<file path="config.mk">
export PLATFORM = sky130hd
export DESIGN_NAME = instr_fetch
export DESIGN_NICKNAME = d
export VERILOG_FILES = /design/src/rtl/instr_fetch.sv
export SDC_FILE = /design/constraint.sdc
export NUM_CORES = 1
export LEC_CHECK = 0
export CAP_MARGIN = 40
export CORE_MARGIN = 4
export CORE_UTILIZATION = 51
export DETAILED_ROUTE_END_ITERATION = 12
export GPL_TIMING_DRIVEN = 0
export PLACE_DENSITY = 0.8
export SYNTH_ARGS = -nofsm -noshare
export SYNTH_HDL_FRONTEND = slang
export SYNTH_SLANG_ARGS = --single-unit
</file>
<file path="constraint.sdc">
create_clock -name clk -period 2.2 [get_ports clk]
set_clock_uncertainty 0.15 [all_clocks]
set_input_delay 0.44 -clock clk [delete_from_list [all_inputs] [get_ports clk]]
set_output_delay 0.44 -clock clk [all_outputs]
set_load 0.03 [all_outputs]
</file>
<file path="src/rtl/instr_fetch.sv">
// RV32I fetch stage: owns the PC, drives a combinational instruction memory
// and queues {pc, instr, fault} entries in a 2-deep FIFO towards decode.
module instr_fetch #(
  parameter logic [31:0] RESET_PC = 32'h0000_0000,
  parameter int unsigned DEPTH    = 2
) (
  input  logic        clk,
  input  logic        rst_n,
  output logic [31:0] imem_addr,
  output logic        imem_en,
  input  logic [31:0] imem_instr,
  input  logic        redirect_valid,
  input  logic [31:0] redirect_pc,
  output logic        out_valid,
  input  logic        out_ready,
  output logic [31:0] out_pc,
  output logic [31:0] out_instr,
  output logic        out_fault,
  output logic [31:0] fetch_count
);

  typedef enum logic {RUN, HALT} state_t;

  state_t      state_q, state_d;
  logic [31:0] pc_q, pc_d;
  logic [1:0]  cnt_q, cnt_d;
  logic        rd_q, rd_d;
  logic [31:0] fcnt_q, fcnt_d;
  logic [31:0] bpc_q [2];
  logic [31:0] bpc_d [2];
  logic [31:0] bins_q [2];
  logic [31:0] bins_d [2];
  logic        bflt_q [2];
  logic        bflt_d [2];

  logic fire;
  logic pop;
  logic wr;
  logic misal;

  assign out_valid = cnt_q != 2'd0;
  assign pop       = out_valid & out_ready;
  assign fire      = rst_n & (state_q == RUN) & ~redirect_valid
                   & (cnt_q < 2'(DEPTH));
  assign wr        = rd_q ^ cnt_q[0];
  assign misal     = |pc_q[1:0];

  assign imem_addr   = pc_q;
  assign imem_en     = fire;
  assign out_pc      = out_valid ? bpc_q[rd_q]  : 32'h0;
  assign out_instr   = out_valid ? bins_q[rd_q] : 32'h0;
  assign out_fault   = out_valid & bflt_q[rd_q];
  assign fetch_count = fcnt_q;

  always_comb begin
    state_d = state_q;
    pc_d    = pc_q;
    cnt_d   = cnt_q;
    rd_d    = rd_q;
    fcnt_d  = fcnt_q;
    bpc_d   = bpc_q;
    bins_d  = bins_q;
    bflt_d  = bflt_q;
    if (redirect_valid) begin
      // Flush wins over any pop seen this cycle.
      pc_d    = redirect_pc;
      state_d = RUN;
      cnt_d   = 2'd0;
      rd_d    = 1'b0;
    end else begin
      if (pop) begin
        rd_d = ~rd_q;
      end
      cnt_d = cnt_q + 2'(fire) - 2'(pop);
      if (fire) begin
        fcnt_d     = fcnt_q + 32'd1;
        bpc_d[wr]  = pc_q;
        bins_d[wr] = misal ? 32'h0000_0013 : imem_instr;
        bflt_d[wr] = misal;
        if (misal) begin
          state_d = HALT;
        end else begin
          pc_d = pc_q + 32'd4;
        end
      end
    end
  end

  always_ff @(posedge clk or negedge rst_n) begin
    if (!rst_n) begin
      state_q <= RUN;
      pc_q    <= RESET_PC;
      cnt_q   <= 2'd0;
      rd_q    <= 1'b0;
      fcnt_q  <= 32'h0;
      bpc_q   <= '{default: 32'h0};
      bins_q  <= '{default: 32'h0};
      bflt_q  <= '{default: 1'b0};
    end else begin
      state_q <= state_d;
      pc_q    <= pc_d;
      cnt_q   <= cnt_d;
      rd_q    <= rd_d;
      fcnt_q  <= fcnt_d;
      bpc_q   <= bpc_d;
      bins_q  <= bins_d;
      bflt_q  <= bflt_d;
    end
  end

endmodule

</file>
# After elaboration in Yosys (flattened, before gate mapping)
# Index checks and enable logic that the tools add are counted.
dict set report word_totals {
  register_bits 198
  output_inout_bits 131
  word_cells 68
  inputBits 68
}
dict set report classes {
  eq_ne 1
  add_sub_neg 4
  n_mux 28
  n_bitwise 11
  reduce_logical 9
  magnitude_cmp 4
}
# operator count
set op_table {}
lappend op_table {{$mux 32} 13}
lappend op_table {{$bwmux 64} 2}
lappend op_table {{$add 32x1->32 const B} 1}
lappend op_table {{$add 32x3->32 const B} 1}
lappend op_table {{$demux 32 s1} 1}
lappend op_table {{$mux 1} 9}
lappend op_table {{$reduce_bool 2->1} 4}
lappend op_table {{$reduce_and 2->1} 3}
lappend op_table {{$and 1x1->1} 5}
lappend op_table {{$ge 2x2->1 const B} 2}
lappend op_table {{$not 1->2} 2}
lappend op_table {{$not 1->1} 3}
lappend op_table {{$add 2x1->2} 1}
lappend op_table {{$bwmux 2} 1}
lappend op_table {{$lt 2x1->1 const B} 1}
lappend op_table {{$lt 2x2->1 const B} 1}
lappend op_table {{$mux 2} 1}
lappend op_table {{$ne 2x2->1 const B} 1}
lappend op_table {{$reduce_or 2->1} 1}
lappend op_table {{$sub 2x1->2} 1}
lappend op_table {{$demux 1 s1} 1}
lappend op_table {{$logic_and 1x1->1} 1}
lappend op_table {{$xor 1x1->1} 1}

# Longest topological paths before layout
# Gate-level depths: netlist of run 1.
dict set report depth {
  word_depth 7
  mapped_depth 8
}

# Worst setup path before layout of run 1
# Ideal clock, no wire load.
dict set report synth_path {
  path_kind {register to output}
  from {register rd_q}
  to {output port out_instr[0]}
  stages_incl_launch_ff 6
  required_time_ns 1.610
  arrival_ns 1.673
  path_slack_ns -0.063
  cell_sequence {dfrtp_1 > clkbuf_1 > buf_1 > buf_2 > mux2i_1 > nor2_1}
}
dict set report synth_via {
  elab_chain_cells 5
}
# element line
set synth_lines {}
lappend synth_lines {{start: declaration} 27} ;# logic rd_q, rd_d;
lappend synth_lines {{start signal: assignment} 103} ;# rd_q <= rd_d;
lappend synth_lines {{$not 1->2 (implied by the code)} 51} ;# assign out_instr = out_valid ? bins_q[rd_q] : 32'h0;
lappend synth_lines {{$mux 32 (implied by the code) (3 in series)} 51}
lappend synth_lines {{$mux 32} 51}
lappend synth_lines {{end: declaration} 17} ;# output logic [31:0] out_instr,
# No other way between the ends. The select of a mux whose other input is x is not followed.

# Worst setup path in the final report of run 1
dict set report layout_path {
  from {register rd_q}
  to {output port out_instr[23]}
}
# The elaborated chain is that of the path after synthesis.

==> impl_metrics.json, run 1 <==
{
  "clkTransAtPathRegs_ns": 0.07,
  "sequentialPowerShare_pct": 37.2,
  "layout_min_cycle_time_ns": 2.25,
  "min_from": "rst_n",
  "stdcell_area_um2": 13300,
  "crit_type": "reg -> out",
  "synth_fp_nets": 965,
  "post_dp_cell_area_um2": 11700,
  "synth_common_cells": "198 x dfrtp_1, 149 x nand2_1, 95 x o21ai_0",
  "min-delay-path-class": "in -> reg",
  "yosysMostFrequentCell": "dfrtp_1",
  "wl_per_cell_um": 19.0,
  "synth.area.top_cells": "dfrtp_1 53%, mux2_2 7.5%, mux2i_1 7.2%",
  "critPathMostFrequentCell": "buf_12",
  "grt_pass1_vias": 7854,
  "place.detailed.hpwl_mm": 17.2,
  "yosysTopAreaCellShare_pct": 53.5,
  "synth_area_leader_cell": "dfrtp_1",
  "setup-tns-final_ns": -1.17,
  "final_min_period_over_clock_period_pct": 102,
  "ys_seq_elements": 198,
  "worst-path-max-fanout": 10,
  "ys_async_sr_fraction_pct": 100,
  "maxCapViolations": 0,
  "gp_congestion": 0.922,
  "hold_viol": 0,
  "routed_wl_mm": 26.2,
  "peakVddDrop_v": 0.000787,
  "fin_cells": 1382,
  "grt_max_degree": 98,
  "vias": 7814,
  "crit_family": "buffers and inverters",
  "slew_violations": 0,
  "p_leak_nw": 5.83,
  "fp-row-count": 49,
  "finalSetupViolations": 38,
  "io_buffers": 198,
  "cts_tree": "built",
  "cp.required_ns": 1.61,
  "worst_hold_slack_ns": 0.132,
  "met3_usage_pct": 4.76,
  "nets": 1213,
  "die_x_um": 143,
  "drc": 0,
  "path_buf_inv": 3,
  "areaGrowthSynthToFinish_pct": 43.4,
  "status": "finished with violations",
  "drt_iter0_drc": 451,
  "overflow": 0,
  "violations": "negative setup slack",
  "crit_path_end_kind": "primary output",
  "setup_ws_ns": -0.0534,
  "die_h_um": 143,
  "arrival_ns": 1.66,
  "antenna_found_initial": 0,
  "start_util_pct": 51.7,
  "dieArea_um2": 20400,
  "cts-root-buf": "clkbuf_16",
  "ys_seq_area_share_pct": 53.5,
  "yosys.cell_types.count": 45,
  "final_layout_size_suffix_gt1_share_pct": 28.8,
  "fin_util_pct": 74.2,
  "p_switching_mw": 5.69,
  "rr_startpoint": "cnt_q[1]$_DFF_PN0_",
  "yosysWarningCount": 0,
  "combPwrFrac_pct": 42.2,
  "clkLatencyLatePin_ns": 0.43,
  "timing.slew.headroom_pct": 58.2,
  "core_area_um2": 17900,
  "switching_share_pct": 37.4,
  "cts_max_level": 4,
  "dp_cells": 1321,
  "power.internal_mw": 9.53,
  "synth-main-ff-cell": "dfrtp_1",
  "cts_made_buffers": 17,
  "synth_edf_count": 0,
  "grt.total_usage_pct": 25.7,
  "viasPerCell": 5.65,
  "tightest_slew_ns": 0.627,
  "cts.sinks": 198,
  "grt_util_met2_pct": 42.9,
  "cp-startpoint": "rd_q$_DFFE_PN0P_",
  "slowest_stage": "dfrtp_1",
  "clock_power_share_pct": 20.6,
  "critPathMaxStageDelay_ns": 0.39,
  "cts_max_path_buffers": 2,
  "fmax_ghz": 0.444,
  "met1_usage_pct": 34.5,
  "cellPowerDensity_nw_per_um2": 1140,
  "io_pins": 199,
  "crit_path_cell_trace": "buf_12, buf_12, mux2i_2, nor2_4, buf_6",
  "drt_first_pass_iters": 5,
  "dp_slack_ns": -0.996,
  "fillers": 1257,
  "antenna_cells": 0,
  "rsz0062_at_grt": "true",
  "syn_area_per_cell_um2": 10.4,
  "synth_cells": 893,
  "syn_area_um2": 9260,
  "ant_nets": 0,
  "grt_pass1_wl_mm": 41.4,
  "cp-start-kind": "flip-flop",
  "power_mw": 15.2,
  "top_usage_layer": "met2"
}
## layout make-up
cell class / count / area, µm² / share of cell area (%)
repair buffers: 234 / 2410 / 18.2
plain buffers: 51 / 432 / 3.25
multi-input cells: 631 / 4580 / 34.5
flip-flops and latches: 198 / 4960 / 37.3
well taps: 229 / 287 / 2.16
inverters: 8 / 32.5 / 0.245
clock buffers: 19 / 443 / 3.33
clock inverters: 12 / 144 / 1.08
## worst paths after layout
| check | end | slack (ns) | cells after the start |
|---|---|---|---|
| setup reg to reg | fetch_count[28]$_DFFE_PN0P_ | -0.01 | 7 |
| max in group asynchronous | bins_q[28]$_DFFE_PN0P_ | 0.84 | 3 |
| setup / recovery | out_instr[23] | -0.05 | 5 |
| hold reg to reg | bflt_q[1]$_DFFE_PN0P_ | 0.33 | 2 |
| min in group asynchronous | imem_addr[10]$_DFFE_PN0P_ | 0.50 | 2 |
| hold / removal | state_q$_DFFE_PN0P_ | 0.13 | 3 |
## flip-flops by register name, indices dropped and copies added (netlist names)
name	flops
state_q	1
fetch_count	32
bflt_q	2
cnt_q	2
imem_addr	32
bpc_q	64
rd_q	1
bins_q	64
## routing by layer
layer | share of wire, % | wire length (µm)
met4 | 1.7 | 457
met1 | 41 | 10800
met2 | 50 | 13200
met3 | 7.0 | 1830
met5 | 0 | 0
## worst reg2reg max path, delay by kind of cell, from the launching register on
| kind | cells | cell delay, ns |
|---|---|---|
| xor+xnor | 1 | 0.15 |
| flops | 1 | 0.45 |
| simple gates | 4 | 1.06 |
| buf+inv | 2 | 0.33 |
## cells by family (layout without fill, tap and decap cells)
kind of cell | after synthesis | count (layout) | synth area share, %
xor gates and xnor gates | 51 | 51 | 4.82
DFF | 198 | 198 | 53.5
buffers and inverters | 64 | 324 | 2.89
and+or+nand+nor | 331 | 331 | 16.6
muxes | 129 | 129 | 14.8
AOI/OAI and AO/OA | 116 | 116 | 6.87
adders and majority gates | 4 | 4 | 0.540
## cells in the final DEF, fill, tap and decap left out, types with 5 or more instances in the layout
cell             instances
dlygate4sd2_1           26
mux2i_1                 37
nor2_1                  32
clkbuf_1                22
mux2_2                  62
and3_1                   7
clkbuf_2                 5
nor2_2                  33
and2_1                   7
inv_1                    7
and4_1                   7
clkinvlp_4               5
clkbuf_16               21
nand2_1                148
mux2i_2                 16
nand3_1                 17
o21ai_0                 94
buf_6                   51
clkdlybuf4s50_1         92
buf_4                   28
xnor2_1                 31
xor2_1                  20
buf_12                  14
nand4_1                 21
dfrtp_1                195
nor3_1                   7
dlymetal6s2s_1          12
mux2i_4                 14
buf_2                   24
nor2_4                  17
o311ai_0                 6
## what timing repair did
item,CTS,global route
resized for setup,484,198
hold buffers,3,0
setup buffers,10,17
pin swaps,2,10
endpoints found under the setup margin,264,142
hold endpoints to repair,101,0
cloned,4,3
## power by group through the flow
stage	Clock (mW)	Combinational (mW)	Sequential (mW)
after floorplan	0	3.24	5.54
after global placement	0	5.08	5.48
after detailed placement	0	5.18	5.54
after CTS	3.15	5.79	5.55
after global routing	3.32	6.87	5.80
final	3.14	6.42	5.65
(Power assumes the default switching activity.)
==> run 2: changes to the inputs <==
--- a/constraint.sdc
+++ b/constraint.sdc
@@ -4,2 +4,2 @@
 set_output_delay 0.44 -clock clk [all_outputs]
-set_load 0.03 [all_outputs]
+set_load 0.05 [all_outputs]
==> impl_metrics.json, run 2 (same netlist as run 1, synthesis figures left out) <==
{
  "critPathMaxStageDelay_ns": 0.46,
  "grt_max_degree": 52,
  "nets": 1226,
  "setup-tns-final_ns": -5.97,
  "place.detailed.hpwl_mm": 17.2,
  "start_util_pct": 51.7,
  "clkLatencyLatePin_ns": 0.44,
  "slowest_stage": "dfrtp_2",
  "cellPowerDensity_nw_per_um2": 1240,
  "dp_slack_ns": -1.39,
  "drt_iter0_drc": 617,
  "die_h_um": 143,
  "drc": 0,
  "routed_wl_mm": 29.4,
  "io_pins": 199,
  "cts_tree": "built",
  "ff2ff_setup_slack_ns": -0.08,
  "cts-root-buf": "clkbuf_16",
  "vias": 8152,
  "fin_util_pct": 79.8,
  "tightest_slew_ns": 0.629,
  "timing.slew.headroom_pct": 58.1,
  "final_min_period_over_clock_period_pct": 106,
  "reg.largest.list": "bins_q x64, bpc_q x64",
  "cp.required_ns": 1.61,
  "grt_pass1_wl_mm": 44.0,
  "p_leak_nw": 6.12,
  "antenna_cells": 0,
  "drt_first_pass_iters": 5,
  "layout_min_cycle_time_ns": 2.34,
  "crit_type": "reg -> out",
  "grt.total_usage_pct": 27.6,
  "arrival_ns": 1.75,
  "cts.sinks": 198,
  "status": "finished with violations",
  "dieArea_um2": 20400,
  "rsz0062_at_grt": "true",
  "crit_path_cell_trace": "buf_12, buf_4, mux2i_1, nor2_2, buf_6",
  "final_layout_size_suffix_gt1_share_pct": 33.5,
  "fp-row-count": 49,
  "viasPerCell": 5.84,
  "clkTransAtPathRegs_ns": 0.07,
  "io_buffers": 198,
  "cts_made_buffers": 17,
  "layout_commonest_cell": "dfrtp_1",
  "maxCapViolations": 0,
  "fmax_ghz": 0.428,
  "worst_hold_slack_ns": 0.315,
  "peakVddDrop_v": 0.000778,
  "cts_max_path_buffers": 2,
  "wl_per_cell_um": 21.0,
  "power_mw": 17.7,
  "min-delay-path-class": "reg -> reg",
  "cp-start-kind": "flip-flop",
  "areaGrowthSynthToFinish_pct": 54.2,
  "crit_path_end_kind": "primary output",
  "finalSetupViolations": 72,
  "overflow": 0,
  "worst-path-max-fanout": 5,
  "fillers": 1029,
  "violations": "negative setup slack",
  "slew_violations": 0,
  "core_area_um2": 17900,
  "hold_viol": 0,
  "ant_nets": 0,
  "gp_congestion": 0.885,
  "die_x_um": 143,
  "antenna_found_initial": 0,
  "setup_ws_ns": -0.139,
  "grt_pass1_vias": 8189,
  "final_cell_mix": "185 x dfrtp_1, 148 x nand2_1, 95 x o21ai_0",
  "cts_max_level": 4
}
[run 2: what timing repair did]
item | CTS | global route
hold buffers | 11 | 0
setup buffers | 11 | 13
endpoints found under the setup margin | 323 | 215
endpoints found under the hold margin | 122 | 0
pin swaps | 5 | 9
gates cloned | 8 | 6
gates resized for setup | 640 | 137
[run 2: area by class of cell]
type | instances | area, µm² | share of cell area [%]
Inverter | 8 | 32.5 | 0.228
Tap cell | 229 | 287 | 2.01
Timing Repair Buffer | 246 | 2770 | 19.4
Clock buffer | 22 | 464 | 3.25
Multi-Input combinational cell | 631 | 5110 | 35.7
Buffer | 52 | 509 | 3.56
Sequential cell | 198 | 4970 | 34.8
Clock inverter | 10 | 148 | 1.03
[run 2: worst paths after layout]
| kind | startpoint | cells past startpoint | endpoint |
|---|---|---|---|
| worst max-delay path | rd_q$_DFFE_PN0P_ | 5 | out_fault |
| worst min-delay path | fetch_count[31]$_DFFE_PN0P_ | 1 | fetch_count[31]$_DFFE_PN0P_ |
| worst max register to register | cnt_q[1]$_DFF_PN0_ | 7 | imem_addr[28]$_DFFE_PN0P_ |
| worst min register to register | fetch_count[31]$_DFFE_PN0P_ | 1 | fetch_count[31]$_DFFE_PN0P_ |
| max in group asynchronous | rst_n | 3 | imem_addr[2]$_DFFE_PN0P_ |
| min in group asynchronous | rst_n | 3 | bins_q[35]$_DFFE_PN0P_ |
[run 2: metal layers]
layer  vias up  track usage (%)  share of wire [%]
met5         -                0                  0
met4         0             7.90                1.6
met3        47             5.59                7.3
met2       365             46.4                 51
met1      4131             36.6                 40
li1       3609                -                  -
[run 2: through the flow]
stage	cells	cell area, µm²
floorplan	893	9580
global placement	1320	11800
detailed placement	1321	11900
CTS	1380	13600
global route	1396	14300
finish	1396	14300
[run 2: power breakdown]
| group | internal [mW] | total, mW | switching, mW |
|---|---|---|---|
| Sequential | 4.78 | 5.89 | 1.11 |
| Combinational | 3.93 | 8.57 | 4.64 |
| Clock | 1.86 | 3.26 | 1.40 |
| Total | 10.6 | 17.7 | 7.15 |
[run 2: worst max-delay path, delay by kind of cell, from the launching register on]
| family | cells | cell delay [ns] |
|---|---|---|
| buffers and inverters | 3 | 0.46 |
| flip-flops | 1 | 0.46 |
| multiplexers | 1 | 0.30 |
| AND/OR/NAND/NOR | 1 | 0.09 |
